===== src/rtl/encoder_42_sync.sv =====
// Synchronous 4-to-2 event encoder: four raw lines are synchronized and debounced,
// and each debounced rising edge is reported as a 2-bit index with a one-cycle valid pulse.
module encoder_42_sync #(
    parameter int unsigned DEBOUNCE_CYCLES = 4
) (
    input  logic       clk,
    input  logic       rst,
    input  logic       en,
    input  logic [3:0] d,
    output logic [1:0] y,
    output logic       valid,
    output logic       multi,
    output logic       any
);

    localparam int unsigned CNT_W = (DEBOUNCE_CYCLES <= 1) ? 1 : $clog2(DEBOUNCE_CYCLES);
    localparam logic [CNT_W-1:0] CNT_MAX = CNT_W'(DEBOUNCE_CYCLES - 1);

    logic [3:0]       s1_q, s2_q;
    logic [3:0]       stable_q, stable_d;
    logic [CNT_W-1:0] cnt_q [4];
    logic [CNT_W-1:0] cnt_d [4];
    logic [3:0]       flip, rise;
    logic [1:0]       y_q, y_d;
    logic             valid_q, valid_d;
    logic             multi_q, multi_d;
    logic             any_q;

    // Highest set bit wins; callers guarantee v != 0.
    function automatic logic [1:0] prio_idx(input logic [3:0] v);
        if (v[3])      return 2'd3;
        else if (v[2]) return 2'd2;
        else if (v[1]) return 2'd1;
        else           return 2'd0;
    endfunction

    function automatic logic more_than_one(input logic [3:0] v);
        return (v & (v - 4'd1)) != 4'd0;
    endfunction

    always_comb begin
        stable_d = stable_q;
        flip     = 4'b0000;
        for (int i = 0; i < 4; i++) begin
            cnt_d[i] = cnt_q[i];
            if (s2_q[i] == stable_q[i]) begin
                cnt_d[i] = '0;
            end else if (cnt_q[i] == CNT_MAX) begin
                flip[i]     = 1'b1;
                stable_d[i] = s2_q[i];
                cnt_d[i]    = '0;
            end else begin
                cnt_d[i] = cnt_q[i] + 1'b1;
            end
        end
        rise = flip & s2_q;
    end

    // Events are only taken with en high; otherwise y and multi hold.
    always_comb begin
        y_d     = y_q;
        multi_d = multi_q;
        valid_d = 1'b0;
        if (en && (rise != 4'b0000)) begin
            y_d     = prio_idx(rise);
            multi_d = more_than_one(rise);
            valid_d = 1'b1;
        end
    end

    always_ff @(posedge clk) begin
        if (rst) begin
            s1_q     <= 4'b0000;
            s2_q     <= 4'b0000;
            stable_q <= 4'b0000;
            for (int i = 0; i < 4; i++) cnt_q[i] <= '0;
            y_q      <= 2'b00;
            valid_q  <= 1'b0;
            multi_q  <= 1'b0;
            any_q    <= 1'b0;
        end else begin
            s1_q     <= d;
            s2_q     <= s1_q;
            stable_q <= stable_d;
            for (int i = 0; i < 4; i++) cnt_q[i] <= cnt_d[i];
            y_q      <= y_d;
            valid_q  <= valid_d;
            multi_q  <= multi_d;
            any_q    <= |stable_d;
        end
    end

    assign y     = y_q;
    assign valid = valid_q;
    assign multi = multi_q;
    assign any   = any_q;

endmodule


===== config.mk =====
export PLATFORM = sky130hd
export DESIGN_NAME = encoder_42_sync
export DESIGN_NICKNAME = d
export VERILOG_FILES = /design/src/rtl/encoder_42_sync.sv
export SDC_FILE = /design/constraint.sdc
export NUM_CORES = 1
export LEC_CHECK = 0
export BUFFER_PORTS_ARGS = -buffer_cell sky130_fd_sc_hd__buf_2
export CAP_MARGIN = 10
export CORE_MARGIN = 4
export CORE_UTILIZATION = 45
export DETAILED_ROUTE_END_ITERATION = 6
export HOLD_SLACK_MARGIN = 0.08
export PLACE_DENSITY = 0.75
export SLEW_MARGIN = 10
export SYNTH_ARGS = -nofsm -noshare
export SYNTH_HDL_FRONTEND = slang
export SYNTH_SLANG_ARGS = --single-unit

===== constraint.sdc =====
create_clock -name clk -period 1.5 [get_ports clk]
set_input_delay 0.075 -clock clk [delete_from_list [all_inputs] [get_ports clk]]
set_output_delay 0.075 -clock clk [all_outputs]
set_load 0.02 [all_outputs]

* After elaboration in Yosys (flattened, before gate mapping) *
Memory sizes are Yosys's and may differ from the RTL's.
Index checks and enable logic that the tools add are counted.

storage, ports and cells
  register bits = 17
  latch bits = 0
  bits in writable memories = 8
  bits in read-only memories = 0
  input port bits = 7
  output and inout bits = 5
  word-level logic and storage cells = 66
  memories = 1

operators by class
  add/subtract/negate cells = 5
  multiply operators = 0
  divide/modulo/power cells = 0
  magnitude comparators = 0
  eq/ne operators = 8
  shifts and indexed selects = 0
  multiplexer cells = 35
  bitwise operators = 6
  reductions and logical operators = 4

memories
  memory  words  width  rd ports  clocked after memory_dff  write ports  line  RTL
  cnt_q   4      2      4         0                         4            21    logic [CNT_W-1:0] cnt_q [4];

operators with widths
  kind                   number
  $mux W2                14
  $mux W1                21
  $add A2 B1 Y2 const B  4
  $and A4 B4 Y4          2
  $eq A2 B2 Y1 const B   4
  $reduce_bool A4 Y1     2
  $eq A1 B1 Y1           4
  $or A1 B1 Y1           4
  $reduce_or A4 Y1       1
  $sub A4 B1 Y4 const B  1
  $logic_and A1 B1 Y1    1

* Depth between registers and ports, before layout *
An unclocked memory read counts as a cell.

  depth after elaboration = 8
  mapped depth = 6
  gate-level depth less buffers = 6

* Worst setup path after synthesis *
OpenSTA, ideal clock, no wires.

  kind = flip-flop to flip-flop
  start point = mem cnt_q[1][0] (netlist name)
  end point = reg multi_q (netlist: multi)
  setup time = 0.124 ns
  arrival time = 1.237 ns
  required time = 1.376 ns
  slack = 0.139 ns
  cell stages (with the launch flop) = 7
  path buffers = 0
  period minus slack after synthesis = 1.361 ns
  cell sequence = dfxtp_1 > ha_1 > nand3b_4 > xnor2_1 > mux2_2 > o21ai_1 > a221oi_2

RTL lines
  item                    line  RTL
  start: declaration      21
  end signal: assignment  88    multi_q <= multi_d;
  end: declaration        26    logic multi_q, multi_d;

==> reports/results.ini <==
[route]
dr_total_vias=644
wl_per_cell_um=9.854
drt_drc_violations_left=0
wl_met3_um=91
routed_via_density=4.701
first_iter_violations=2
ant_nets=0
met2RoutedLength_um=610
drt-total-wl_mm=1.350
first_pass_iters=2
met1_length_um=624
dr.max_layer_used=met4

[critical_path]
arrival_ps=1650
r2r_cells=6
r2r-start=cnt_q[0][0]
ff2ff_setup_slack_ps=70
rr_endpoint=y[0]
timing_worst_setup_path_type=flop to flop
crit_required_ps=1710
crit_fanout=4
start_kind=flop
cp-end-kind=flop

[power]
p_int_mw=0.8036
pwr-share-comb_pct=4.3
power-per-cell-area_mw_per_mm2=864.9
sw_frac_of_total_pct=21.59
power_frac_seq_pct=67.0
ir_worst_vdd_mv=0.7317
p_switching_mw=0.2213
leakage_nw=0.5325
clock_power_share_pct=28.7

[sta]
rsz0062_at_grt=no
hold_viol=0
finClkSkew_ps=1.335
finalSetupViolations=0
fin_crit_ps=1434
period_share_pct=95.62
fmax_mhz=697.2
worst_pin_slew_ps=357.2
drv_slew=0
fin_setup_tns_ps=0
setup_slack_ps=65.71
slew_headroom_pct=76.19

[cts]
tritoncts=done
clk_latency_ps=320
cts_buffer_depth=2
cts_buffers=3
cts.sinks=25
cts-htree-levels=1
path_clk_slew_ps=130
cts_root_buffer=clkbuf_4

[global_route]
grt_pass1_wl_mm=2.277
grt-ovfl-total=0
grt_max_degree=22
antenna_found_initial=0
grt_usage_pct=10.82
grt_pass1_vias=572

[synth]
synthCells=90
ys_ff_latch=25
postSynthAreaPerCell_um2=10.73
ys_top_cells_by_area=dfxtp_1 (52%), nor2_1 (5.8%), ha_1 (5.2%), mux2i_1 (5.2%), nor2b_1 (5.2%)
synth_edf_count=0
synth_cell_types=23
synth_nets=101
yosysWarningCount=0
netlist_top_cells_count=dfxtp_1 (25), nor2_1 (15), nor2b_1 (8)
synth_top_area_cell=dfxtp_1
synth.cell_area_um2=965.9
ys_seq_area_share_pct=51.81
ys_async_sr_fraction_pct=0
ys.flop_type=dfxtp_1
post-synth-top-count-cell=dfxtp_1
synth.top_cell.area_share_pct=51.81

[floorplan]
die-height_um=54.33
fp.dieW_um=54.33
rows=16
ioPinCount=12
fp.dieArea_mm2=0.002952
start_util_pct=48.25
coreArea_mm2=0.002002

[run]
maxCapViolations=0

[worst_hold_path]
min_to=valid
min-delay-start=rst
hp-class=input port to flop
whs_path_depth=2

[final_layout]
n_fill_cell=188
drive_gt1_share_pct=30.00
fin_nets=122
final_core_util_pct=59.19
area_growth_pct=22.67
diodes=0

[placed_design]
dpl.hpwl_um=983.5
gp_congestion=0.6508
pre_cts_ws_ps=-29.42
io_buffers=11

[run_status]
status=completed

## power by group through the flow
stage / registers [mW] / clock network (mW) / logic (mW)
final: 0.686 / 0.294 / 0.0445
after global routing: 0.688 / 0.330 / 0.0514
after CTS: 0.685 / 0.306 / 0.0447
after detailed placement: 0.700 / 0 / 0.0346
after global placement: 0.699 / 0 / 0.0331
after floorplan: 0.698 / 0 / 0.0236
## placed cells by master (no fill, tap or decap), drive strengths merged
master / netlist / layout
dfxtp: 25 / 25
nor2: 15 / 15
buf: 1 / 13
nor2b: 8 / 8
inv: 5 / 5
xnor2: 5 / 5
mux2i: 5 / 5
dlygate4sd3: 0 / 5
or3: 4 / 4
nand2: 4 / 4
ha: 4 / 4
o21ai: 4 / 4
clkbuf: 1 / 3
nand3b: 3 / 3
and3b: 1 / 1
nand2b: 1 / 1
a21oi: 1 / 1
mux2: 1 / 1
a221oi: 1 / 1
a41oi: 1 / 1
clkinv: 0 / 1
## flip-flops by register name (all words and copies together) (netlist names)
name and cells:
valid 1, any 1, multi 1, s1_q 4
y 2, stable_q 4, cnt_q 8, s2_q 4
## how the worst max path moves through the flow
stage,from,endpoint,slack [ps]
detailed placement,cnt_q[1][0],multi,-30
global route,cnt_q[0][0],y[0],9
floorplan,cnt_q[1][0],multi,140
CTS,cnt_q[3][0],multi,6
finish,cnt_q[0][0],y[0],70
global placement,cnt_q[1][0],multi,50
## stage by stage
step | cells | power [mW] | hold WS, ps | area (µm²)
finish | 137 | 1.025 | 131.1 | 1185
global route | 137 | 1.069 | 135.0 | 1185
CTS | 136 | 1.036 | 121.9 | 1141
detailed placement | 127 | 0.7344 | 289.2 | 1051
global placement | 127 | 0.7320 | 281.2 | 1051
floorplan | 90 | 0.7217 | 167.4 | 965.9
## logic make-up after synthesis
kind of cell | Yosys count | share of synthesized area [%]
and+or+nand+nor | 36 | 22.41
DFF | 25 | 51.81
AOI/OAI and AO/OA | 7 | 6.605
buffers and inverters | 7 | 3.109
muxes | 6 | 6.347
xor gates and xnor gates | 5 | 4.533
adders and majority gates | 4 | 5.182
## repair_timing
| action | CTS | global route |
|---|---|---|
| pin swaps | 0 | 2 |
| setup endpoints to repair | 1 | 2 |
| resized for setup | 2 | 10 |
| setup buffers | 0 | 1 |
| hold buffers | 5 | 0 |
| hold endpoints to repair | 7 | 0 |
## worst max-delay path, cell delays in order (launching register included)
cell and delay [ps]:
dfxtp_2 360, ha_4 160, and3b_2 210, nand2b_4 150, o21ai_4 180, mux2i_1 220
nor2_1 50
## area by class of cell
type                       instances  area, µm²  area share [%]
sequential                        25      504.2           42.56
inverter                           5      18.77           1.584
clock buffer                       3      22.52           1.901
multi-input combinational         58      480.5           40.55
clock inverter                     1      5.005          0.4224
tap                               27      33.78           2.851
timing repair buffer              18      120.1           10.14
## per-layer routing
metal	global-route usage [%]	up-vias
met1	12.88	295
met3	3.542	2
met5	0	-
met2	17.53	14
met4	4.979	0
li1	-	333
No activity file was read; power rests on OpenSTA's default activity.
